===== config.mk =====
export PLATFORM = sky130hd
export DESIGN_NAME = uart_rx
export DESIGN_NICKNAME = d
export VERILOG_FILES = /design/src/rtl/uart_pkg.sv /design/src/rtl/uart_baud_tick.sv /design/src/rtl/uart_rx.sv
export SDC_FILE = /design/constraint.sdc
export NUM_CORES = 1
export LEC_CHECK = 0
export CAP_MARGIN = 20
export CORE_UTILIZATION = 57
export CTS_CLUSTER_DIAMETER = 40
export DETAILED_ROUTE_END_ITERATION = 8
export GPL_ROUTABILITY_DRIVEN = 0
export PLACE_DENSITY = 0.77
export SLEW_MARGIN = 30
export SYNTH_ARGS = -nofsm -noshare
export SYNTH_HDL_FRONTEND = slang
export SYNTH_SLANG_ARGS = --single-unit

===== constraint.sdc =====
create_clock -name clk -period 2.75 [get_ports clk]
set_input_delay 0.4125 -clock clk [delete_from_list [all_inputs] [get_ports clk]]
set_output_delay 0.4125 -clock clk [all_outputs]
set_load 0.05 [all_outputs]

===== src/rtl/uart_pkg.sv =====
// Shared UART definitions: receiver/transmitter FSM states and elaboration-time
// helpers for baud divisors and counter widths.
package uart_pkg;

  typedef enum logic [2:0] {
    ST_IDLE  = 3'd0,
    ST_START = 3'd1,
    ST_DATA  = 3'd2,
    ST_STOP  = 3'd3,
    ST_BREAK = 3'd4
  } uart_state_e;

  function automatic int clog2(input int value);
    int result;
    result = 0;
    for (int i = 0; i < 31; i++) begin
      if ((32'd1 << i) < value) result = i + 1;
      else result = result;
    end
    return result;
  endfunction

  // Counter width that never collapses to zero bits when only one state exists.
  function automatic int width_of(input int count);
    return (clog2(count) < 1) ? 1 : clog2(count);
  endfunction

  function automatic int divisor(input int clock_freq, input int baud_rate, input int oversample);
    return clock_freq / (baud_rate * oversample);
  endfunction

endpackage


===== src/rtl/uart_baud_tick.sv =====
// Free-running clock divider emitting a one-cycle tick at terminal count; a
// synchronous clear restarts the phase so ticks line up with a line event.
module uart_baud_tick
  import uart_pkg::*;
#(
  parameter int DIVISOR = 651
) (
  input  logic clk,
  input  logic reset,
  input  logic clear,
  output logic tick
);

  localparam int W = width_of(DIVISOR);
  localparam logic [W-1:0] LAST = W'(DIVISOR - 1);
  localparam logic [W-1:0] ONE  = W'(32'd1);

  logic [W-1:0] count;

  // Divider count register with phase clear.
  always_ff @(posedge clk or negedge reset) begin
    if (!reset) count <= '0;
    else if (clear) count <= '0;
    else if (count == LAST) count <= '0;
    else count <= count + ONE;
  end

  assign tick = (count == LAST);

endmodule


===== src/rtl/uart_rx.sv =====
// 8N1 UART receiver: synchronises rx, oversamples with a phase-aligned tick,
// samples mid-bit LSB first and reports good bytes or framing errors as pulses.
module uart_rx
  import uart_pkg::*;
#(
  parameter int CLOCK_FREQ = 100_000_000,
  parameter int BAUD_RATE  = 9600,
  parameter int OVERSAMPLE = 16,
  parameter int DATA_BITS  = 8
) (
  input  logic                 clk,
  input  logic                 reset,
  input  logic                 rx,
  output logic [DATA_BITS-1:0] data_out,
  output logic                 data_valid,
  output logic                 frame_error,
  output logic                 busy
);

  localparam int DIVISOR = divisor(CLOCK_FREQ, BAUD_RATE, OVERSAMPLE);
  localparam int SW = width_of(OVERSAMPLE);
  localparam int BW = width_of(DATA_BITS + 1);
  localparam logic [SW-1:0] MID   = SW'(OVERSAMPLE / 2 - 1);
  localparam logic [SW-1:0] SLAST = SW'(OVERSAMPLE - 1);
  localparam logic [SW-1:0] SONE  = SW'(32'd1);
  localparam logic [BW-1:0] BLAST = BW'(DATA_BITS - 1);
  localparam logic [BW-1:0] BONE  = BW'(32'd1);

  uart_state_e          state, state_next;
  logic                 rx_meta, rx_s;
  logic                 tick, clear;
  logic [SW-1:0]        sample_cnt, sample_next, sample_inc;
  logic [BW-1:0]        bit_cnt, bit_next;
  logic [DATA_BITS-1:0] shreg, shreg_next, data_next;
  logic                 valid_next, ferr_next;

  uart_baud_tick #(.DIVISOR(DIVISOR)) u_tick (
    .clk   (clk),
    .reset (reset),
    .clear (clear),
    .tick  (tick)
  );

  // Two-flop synchroniser; idles high like the line.
  always_ff @(posedge clk or negedge reset) begin
    if (!reset) begin
      rx_meta <= 1'b1;
      rx_s    <= 1'b1;
    end else begin
      rx_meta <= rx;
      rx_s    <= rx_meta;
    end
  end

  assign sample_inc = (sample_cnt == SLAST) ? '0 : sample_cnt + SONE;

  // Next-state and datapath decode. After the start bit the sample counter is
  // re-zeroed at mid-bit, so later mid-bit points fall on its wrap.
  always_comb begin
    state_next  = state;
    sample_next = sample_cnt;
    bit_next    = bit_cnt;
    shreg_next  = shreg;
    data_next   = data_out;
    valid_next  = 1'b0;
    ferr_next   = 1'b0;
    clear       = 1'b0;
    case (state)
      ST_IDLE: begin
        sample_next = '0;
        bit_next    = '0;
        if (!rx_s) begin
          state_next = ST_START;
          clear      = 1'b1;
        end else begin
          state_next = ST_IDLE;
        end
      end
      ST_START: begin
        if (tick && sample_cnt == MID) begin
          sample_next = '0;
          state_next  = rx_s ? ST_IDLE : ST_DATA;
        end else if (tick) begin
          sample_next = sample_inc;
        end else begin
          state_next = ST_START;
        end
      end
      ST_DATA: begin
        if (tick && sample_cnt == SLAST) begin
          sample_next = sample_inc;
          shreg_next  = {rx_s, shreg[DATA_BITS-1:1]};
          bit_next    = bit_cnt + BONE;
          state_next  = (bit_cnt == BLAST) ? ST_STOP : ST_DATA;
        end else if (tick) begin
          sample_next = sample_inc;
        end else begin
          state_next = ST_DATA;
        end
      end
      ST_STOP: begin
        if (tick && sample_cnt == SLAST) begin
          sample_next = sample_inc;
          if (rx_s) begin
            data_next  = shreg;
            valid_next = 1'b1;
            state_next = ST_IDLE;
          end else begin
            ferr_next  = 1'b1;
            state_next = ST_BREAK;
          end
        end else if (tick) begin
          sample_next = sample_inc;
        end else begin
          state_next = ST_STOP;
        end
      end
      ST_BREAK: begin
        state_next = rx_s ? ST_IDLE : ST_BREAK;
      end
      default: begin
        state_next = ST_IDLE;
      end
    endcase
  end

  // State, counters and registered host-side outputs.
  always_ff @(posedge clk or negedge reset) begin
    if (!reset) begin
      state       <= ST_IDLE;
      sample_cnt  <= '0;
      bit_cnt     <= '0;
      shreg       <= '0;
      data_out    <= '0;
      data_valid  <= 1'b0;
      frame_error <= 1'b0;
      busy        <= 1'b0;
    end else begin
      state       <= state_next;
      sample_cnt  <= sample_next;
      bit_cnt     <= bit_next;
      shreg       <= shreg_next;
      data_out    <= data_next;
      data_valid  <= valid_next;
      frame_error <= ferr_next;
      busy        <= (state_next != ST_IDLE);
    end
  end

endmodule


# Word level (Yosys, flattened, before mapping)
# Cells that the tools add are included.
totals:
  elab_cells: 60
  reg_bits: 42
  out_inout_bits: 11
op_classes:
  n_eq_ne: 9
  n_reduce_logical: 10
  add_sub_neg: 3
  muxes: 27
op_table:
  columns: ["operator", "n"]
  rows:
  - ["$mux W3", 7]
  - ["$mux W10", 2]
  - ["$mux W4", 5]
  - ["$pmux W3 S5", 1]
  - ["$pmux W4 S3", 1]
  - ["$add A10 B1 Y10 const B", 1]
  - ["$eq A10 B10 Y1 const B", 1]
  - ["$mux W1", 9]
  - ["$add A4 B1 Y4 const B", 2]
  - ["$eq A4 B3 Y1 const B", 2]
  - ["$pmux W4 S2", 1]
  - ["$eq A3 B2 Y1 const B", 2]
  - ["$reduce_bool A3 Y1", 2]
  - ["$eq A4 B4 Y1 const B", 1]
  - ["$reduce_and A2 Y1", 2]
  - ["$eq A3 B1 Y1 const B", 1]
  - ["$eq A3 B3 Y1 const B", 1]
  - ["$logic_not A3 Y1", 1]
  - ["$reduce_and A3 Y1", 1]
  - ["$logic_and A1 B1 Y1", 2]
  - ["$mux W2", 1]
  - ["$ne A2 B2 Y1 const B", 1]
  - ["$reduce_bool A2 Y1", 1]
  - ["$reduce_or A2 Y1", 1]

# Logic depth before layout (Yosys ltp)
# Gate-level depths: netlist of the first run.
logic_depth:
  word_depth: 5
  mapped_depth: 8
  ltp_nobuf: 6

# Cells and area by module
# A second synthesis of the first run with hierarchy kept.
hier_totals:
  hier_cells: 166
  hier_area_um2: 1939.4
by_module_without_submodules:
  columns: ["module", "cells_per_inst", "seq_area_each_um2", "area_per_inst_um2", "instances"]
  rows:
  - ["uart_rx", 116, 803.3, 1432.6, 1]
  - ["uart_baud_tick", 50, 250.2, 506.7, 1]

# Least setup slack after synthesis of the first run
# OpenSTA, ideal clock, no wires.
synth_path:
  kind: "flip-flop to flip-flop"
  start: "register u_tick.count[0]"
  end: "register bit_cnt[3]"
  arrival_ps: 2368
  stages_incl_launch_ff: 9
  required_time_ps: 2672
  setup_ps: 78
  period_less_slack_ps: 2446
  path_buffers: 2
  slack_ps: 304
  cell_sequence: "dfrtp_1 > inv_1 > ha_1 > or4b_1 > buf_2 > or4_1 > buf_2 > or4_1 > a21oi_1"
synth_via:
  elab_chain_cells: 4
synth_lines:
  columns: ["item", "line", "source"]
  rows:
  - ["start, declared", "uart_baud_tick.sv:18", "logic [W-1:0] count;"]
  - ["start signal, assigned", "uart_baud_tick.sv:25", "else count <= count + ONE;"]
  - ["$eq A10 B10 Y1", "uart_baud_tick.sv:28", "assign tick = (count == LAST);"]
  - ["$logic_and A1 B1 Y1", "uart_rx.sv:90", "if (tick && sample_cnt == SLAST) begin"]
  - ["$ne A2 B2 Y1 (no line)", null, null]
  - ["$reduce_and A2 Y1 (no line)", null, null]
  - ["end signal, assigned", "uart_rx.sv:141", "bit_cnt <= bit_next;"]
  - ["end, declared", "uart_rx.sv:33", "logic [BW-1:0] bit_cnt, bit_next;"]
# Every way passes these cells.
# A chain may end at the register's enable or synchronous reset.

# Worst setup path in the final report of the first run
# Same ends and word-level chain as after synthesis.

==> results of run 1 <==
placed cells by master, fill, tap and decap left out, drive strengths merged, types with 7 or more instances in the layout:
cell	instances
nor3	8
nand2	16
inv	7
mux2	15
nor2	16
dfrtp	40
clkbuf	7
o21ai	7
clkdlybuf4s50	12
sequential cells by signal, summed over array words and instances, names as in the netlist:
| name | cells |
|---|---|
| data_valid | 1 |
| sample_cnt | 4 |
| u_tick.count | 10 |
| busy | 1 |
| state | 3 |
| frame_error | 1 |
| shreg | 8 |
| data_out | 8 |
| rx_s | 1 |
| rx_meta | 1 |
| bit_cnt | 4 |
kinds of logic after synthesis:
family          count (synthesis)  synth area share (%)
compound gates                 33                  11.6
xor+xnor                        8                  3.62
fa+ha+maj                       4                  2.59
buf+inv                        16                  3.23
flops                          42                  54.4
mux                            15                  8.73
simple gates                   62                  15.8
layout make-up:
cell class | instances | area (um^2) | share of cell area [%]
Clock buffer | 7 | 45.0 | 2.05
Sequential cell | 42 | 1050 | 48.0
Tap cell | 44 | 55.1 | 2.51
Multi-Input combinational cell | 122 | 820 | 37.3
Inverter | 7 | 26.3 | 1.20
Clock inverter | 1 | 30.0 | 1.37
Timing Repair Buffer | 18 | 165 | 7.53
power by group:
part / internal [mW] / switching (mW)
clock network: 0.193 / 0.191
registers: 0.620 / 0.00169
logic: 0.00264 / 0.0126
worst min path at each step:
stage / endpoint / slack [ns] / cells after the start
after detailed placement: rx_s / 0.36 / 0
after global routing: bit_cnt[0] / 0.04 / 1
after global placement: rx_s / 0.35 / 0
after floorplan: bit_cnt[0] / 0.12 / 0
final: bit_cnt[0] / 0.01 / 1
after CTS: bit_cnt[0] / 0.20 / 1
routing by layer:
metal	track usage [%]	vias up
li1	-	680
met1	29.6	718
met2	37.2	56
met3	6.49	10
met4	11.6	0
met5	0	-
==> results.sh, run 1 <==
export IMPL_cp_required_ns=3.03
export IMPL_chipHeight_um=60.3
export IMPL_vias_per_std_cell=6.07
export IMPL_cts_num_sinks=42
export IMPL_wl_met3_um=165
export IMPL_layout_cells_sized_above_1_pct=16.2
export IMPL_timing_reg2reg_setup_slack_ns=0.22
export IMPL_final_max_slew_violation_count=0
export IMPL_utilization_pct=70.2
export IMPL_synthesis_instances=180
export IMPL_clk_path_buf_depth=2
export IMPL_worst_setup_hold_path_clk_slew_ns=0.12
export IMPL_period_minus_slack_ns=2.53
export IMPL_syn_area_um2=1940
export IMPL_pin_count_of_the_biggest_net_entering_global_routing=43
export IMPL_slew_headroom_pct=63.3
export IMPL_hold_buffers=0
export IMPL_final_standard_cell_count_with_taps_included_and_fillers_excluded=241
export IMPL_synthesis_yosys_warnings=0
export IMPL_drtAntennaViolNets=0
export IMPL_cts_buffers_inserted=5
export IMPL_worst_setup_path_endpoint="bit_cnt[3]"
export IMPL_power_density_nw_per_um2=465
export IMPL_crit_path_launch="u_tick.count[0]"
export IMPL_cts_htree_levels=2
export IMPL_routed_via_count=1464
export IMPL_avgSynthCellArea_um2=10.8
export IMPL_postCtsResizedCells=0
export IMPL_fillers=229
export IMPL_critical_path_max_fanout=6
export IMPL_clk_insertion_delay_late_ns=0.35
export IMPL_timing_worst_setup_path_type="reg -> reg"
export IMPL_finalWirelength_um=3650
export IMPL_timing_rr_end="bit_cnt[3]"
export IMPL_rsz_0062_raised_after_global_routing="no"
export IMPL_gr_usage_all_layers_pct=23.5
export IMPL_final_count_of_negative_setup_slack_endpoints=0
export IMPL_drc_marker_count_from_the_first_detailed_route_iteration=80
export IMPL_async_set_reset_flop_share_out_of_synthesis_pct=100
export IMPL_synthTopCellsByArea="dfrtp_1 (52%), mux2_2 (8.7%), nand2_1 (3.1%)"
export IMPL_worst_endpoint_arrival_ns=2.82
export IMPL_post_route_clock_period_utilization_pct=92.2
export IMPL_final_instance_area_um2=2190
export IMPL_initial_util_pct=61.9
export IMPL_clk_root_buffer_cell="clkbuf_4"
export IMPL_wl_per_cell_um=15.1
export IMPL_synth_top_area_cell="dfrtp_1"
export IMPL_post_place_ws_ns=0.225
export IMPL_wl_met2_um=1770
export IMPL_number_of_hold_slack_violations_in_the_final_timing_report=0
export IMPL_pin_count=14
export IMPL_ir_worst_vdd_mv=0.360
export IMPL_post_synth_most_frequent_cells="dfrtp_1 (40), nand2_1 (16), nor2_1 (16)"
export IMPL_cts_tree="built"
export IMPL_crit_path_max_incr_delay_ns=0.56
export IMPL_postCtsSetupBuffers=0
export IMPL_crit_buf_inv=1
export IMPL_drc=0
export IMPL_final_nets=203
export IMPL_timing_critical_path_slowest_stage_cell="or4b_1"
export IMPL_drt_pass1_iter_count=5
export IMPL_route_layer_met1_wl_um=1630
export IMPL_clock_skew_final_ns=0.00883
export IMPL_die_width_um=60.3
export IMPL_total_leakage_power_nw=0.972
export IMPL_ys_seq_elements=42
export IMPL_number_of_global_route_vias_before_repair=1381
export IMPL_cp_depth=6
export IMPL_synth_fp_nets=187
export IMPL_layout_setup_ws_ns=0.216
export IMPL_post_place_cells=233
export IMPL_port_buffers=13
export IMPL_tightest_slew_ns=0.545
export IMPL_grt_antenna_before_repair=0
export IMPL_timing_critical_path_to_type="flip-flop"
export IMPL_grt_remaining_overflow=0
export IMPL_worst_r2r_cell_count=6
export IMPL_num_rows=20
export IMPL_crit_family="simple AND/OR/NAND/NOR gates"
export IMPL_dp_hpwl_um=2460
export IMPL_routed_top_layer="met4"
export IMPL_synth_top_flop_cell="dfrtp_1"
export IMPL_run_status="complete, no violations"
export IMPL_num_antenna_cells=0
export IMPL_grt_pass1_wl_um=6220
export IMPL_min_path_type="in -> async"
export IMPL_maxCapViolations=0
export IMPL_synth_cell_types=35
export IMPL_regToRegStartpoint="u_tick.count[0]"
export IMPL_most_instantiated_library_cell_after_synthesis="dfrtp_1"
export IMPL_dieArea_um2=3630
export IMPL_fin_tns_setup_ns=0
export IMPL_yosysTopAreaCellShare_pct=51.7
export IMPL_worstSetupStartpointType="flip-flop"
export IMPL_synth_sequential_area_ratio_pct=54.4
export IMPL_core_um2=3130
export IMPL_layout_overhead_on_the_synthesized_area_pct=13.4
export IMPL_worst_path_most_repeated_cell="or4_1"
export IMPL_placed_area_um2=2120
export IMPL_synth_edf_count=0
export IMPL_maxClockFrequency_mhz=395
export IMPL_power_mw=1.02
export IMPL_cell_breakdown_of_the_critical_path="inv_1, ha_1, or4b_1, or4_1, or4_1, a21oi_1"
export IMPL_finalHoldWorstSlack_ns=0.0112
Note: power is estimated with default switching activity, not from simulation.
==> run 2, diff against run 1 <==
--- a/config.mk
+++ b/config.mk
@@ -6,11 +6,11 @@
 export NUM_CORES = 1
 export LEC_CHECK = 0
 export CAP_MARGIN = 20
-export CORE_UTILIZATION = 57
+export CORE_UTILIZATION = 61
 export CTS_CLUSTER_DIAMETER = 40
 export DETAILED_ROUTE_END_ITERATION = 8
 export GPL_ROUTABILITY_DRIVEN = 0
-export PLACE_DENSITY = 0.77
+export PLACE_DENSITY = 0.81
 export SLEW_MARGIN = 30
 export SYNTH_ARGS = -nofsm -noshare
 export SYNTH_HDL_FRONTEND = slang
==> constraint.sdc (replaced) <==
create_clock -name clk -period 3 [get_ports clk]
set_input_delay 0.45 -clock clk [delete_from_list [all_inputs] [get_ports clk]]
set_output_delay 0.45 -clock clk [all_outputs]
set_load 0.05 [all_outputs]
==> run 2 against run 1 <==
  * Count of clock-buffer cells in the layout down 1
  * Worst setup slack better by 0.17 ns
  * Non-clock buffer count is 3 lower
  * Core utilization increased by 0.79 points
  * Die area shrank 6.3%
  * Via count shrank 4.9%
  * Combinational power shrank 8%
  * Final area decreased by 2.1%
==> results.sh, run 2 (synthesis results as in run 1) <==
export IMPL_run_status="complete, no violations"
export IMPL_finalWirelength_um=3440
export IMPL_cts_tree="built"
export IMPL_timing_rr_end="bit_cnt[3]"
export IMPL_crit_path_max_incr_delay_ns=0.67
export IMPL_die_width_um=58.3
export IMPL_layout_cells_sized_above_1_pct=15.5
export IMPL_worst_path_most_repeated_cell="or4_1"
export IMPL_postCtsResizedCells=0
export IMPL_number_of_flip_flops_under_the_largest_register_name=10
export IMPL_drtAntennaViolNets=0
export IMPL_final_count_of_negative_setup_slack_endpoints=0
export IMPL_hold_buffers=0
export IMPL_core_um2=3030
export IMPL_grt_antenna_before_repair=0
export IMPL_cts_num_sinks=42
export IMPL_power_uw=853
export IMPL_worst_endpoint_arrival_ns=2.91
export IMPL_layout_overhead_on_the_synthesized_area_pct=11.0
export IMPL_timing_reg2reg_setup_slack_ns=0.39
export IMPL_dp_hpwl_um=2390
export IMPL_combinational_group_share_of_total_power_pct=1.6
export IMPL_vias_per_std_cell=5.85
export IMPL_placed_area_um2=2090
export IMPL_number_of_global_route_vias_before_repair=1318
export IMPL_cts_buffers_inserted=5
export IMPL_clk_path_buf_depth=2
export IMPL_worst_r2r_cell_count=6
export IMPL_dieArea_um2=3400
export IMPL_timing_critical_path_to_type="flip-flop"
export IMPL_final_instance_area_um2=2150
export IMPL_p_int_uw=660
export IMPL_port_buffers=13
export IMPL_fin_tns_setup_ns=0
export IMPL_number_of_hold_slack_violations_in_the_final_timing_report=0
export IMPL_final_standard_cell_count_with_taps_included_and_fillers_excluded=238
export IMPL_most_common_cell_after_layout_fill_and_taps_aside="dfrtp_1"
export IMPL_maxClockFrequency_mhz=383
export IMPL_cp_required_ns=3.29
export IMPL_worst_setup_hold_path_clk_slew_ns=0.13
export IMPL_period_minus_slack_ns=2.61
export IMPL_num_rows=20
export IMPL_power_density_nw_per_um2=397
export IMPL_drt_pass1_iter_count=4
export IMPL_post_place_cells=230
export IMPL_power_clock_fraction_pct=31.6
export IMPL_routed_via_count=1392
export IMPL_post_place_ws_ns=0.411
export IMPL_postCtsSetupBuffers=0
export IMPL_clock_skew_final_ns=0.0154
export IMPL_grt_remaining_overflow=0
export IMPL_slew_headroom_pct=49.6
export IMPL_num_antenna_cells=0
export IMPL_most_common_layout_cells="dfrtp_1 (40), nand2_1 (16), nor2_1 (16)"
export IMPL_pin_count=14
export IMPL_maxCapViolations=0
export IMPL_drc=0
export IMPL_final_nets=200
export IMPL_power_switching_share_pct=22.6
export IMPL_rsz_0062_raised_after_global_routing="no"
export IMPL_worstSetupStartpointType="flip-flop"
export IMPL_gr_usage_all_layers_pct=23.2
export IMPL_p_switching_uw=193
export IMPL_total_leakage_power_nw=0.951
export IMPL_utilization_pct=71.0
export IMPL_clk_root_buffer_cell="clkbuf_4"
export IMPL_ir_worst_vdd_mv=0.326
export IMPL_power_sequential_fraction_pct=66.8
export IMPL_finalHoldWorstSlack_ns=0.0453
export IMPL_regToRegStartpoint="u_tick.count[0]"
export IMPL_chipHeight_um=58.3
export IMPL_initial_util_pct=63.9
export IMPL_grt_pass1_wl_um=5890
export IMPL_clk_insertion_delay_late_ns=0.36
export IMPL_timing_worst_setup_path_type="reg -> reg"
export IMPL_post_route_clock_period_utilization_pct=87.1
export IMPL_cts_htree_levels=2
export IMPL_final_max_slew_violation_count=0
export IMPL_fillers=213
export IMPL_tightest_slew_ns=0.749
export IMPL_regMostFlops="u_tick.count"
export IMPL_min_path_type="in -> async"
export IMPL_critical_path_max_fanout=9
export IMPL_layout_setup_ws_ns=0.387
export IMPL_pin_count_of_the_biggest_net_entering_global_routing=43
export IMPL_cell_breakdown_of_the_critical_path="inv_1, ha_1, or4b_1, or4_1, or4_1, a21oi_1"
export IMPL_timing_critical_path_slowest_stage_cell="or4_1"
export IMPL_wl_per_cell_um=14.4
export IMPL_reg_largest_list="u_tick.count x10, data_out x8, shreg x8"
export IMPL_drc_marker_count_from_the_first_detailed_route_iteration=50
## run 2: metal layers
| layer | wire [um] | vias to the layer above | global-route usage, % | share of wire [%] |
|---|---|---|---|---|
| li1 | - | 673 | - | - |
| met1 | 1560 | 670 | 29.2 | 45 |
| met2 | 1630 | 41 | 37.6 | 47 |
| met3 | 168 | 8 | 7.03 | 4.9 |
| met4 | 77 | 0 | 9.86 | 2.2 |
| met5 | 0 | - | 0 | 0 |
## run 2: worst max path at each step
| stage | cells after the start | startpoint | endpoint | slack (ns) |
|---|---|---|---|---|
| CTS | 6 | u_tick.count[0] | bit_cnt[3] | 0.39 |
| global placement | 6 | u_tick.count[0] | bit_cnt[3] | 0.48 |
| detailed placement | 6 | u_tick.count[0] | bit_cnt[3] | 0.41 |
| finish | 6 | u_tick.count[0] | bit_cnt[3] | 0.39 |
| floorplan | 8 | u_tick.count[0] | bit_cnt[3] | 0.55 |
| global route | 6 | u_tick.count[0] | bit_cnt[3] | 0.22 |
## run 2: layout make-up
type / instances / area, um^2 / share of cell area (%)
flip-flops and latches: 42 / 1050 / 49.0
multi-input cells: 122 / 820 / 38.1
repair buffers: 15 / 143 / 6.64
well taps: 44 / 55.1 / 2.56
clock buffers: 6 / 41.3 / 1.92
inverters: 7 / 26.3 / 1.22
clock inverters: 2 / 10.0 / 0.466
## run 2: power by group through the flow
stage | Sequential, mW | Combinational [mW] | Clock, mW
2_1_floorplan | 0.580 | 0.00130 | 0
3_3_place_gp | 0.580 | 0.0139 | 0
3_5_place_dp | 0.580 | 0.0144 | 0
4_1_cts | 0.570 | 0.0145 | 0.280
5_1_grt | 0.570 | 0.0168 | 0.296
6_report | 0.570 | 0.0140 | 0.269
## run 2: worst max-delay path: cells and delay by family (launching register included)
kind                       cells  cell delay, ns
and+or+nand+nor                3            1.77
DFF                            1            0.44
AOI/OAI and AO/OA              1            0.16
adders and majority gates      1            0.13
buffers and inverters          1            0.07
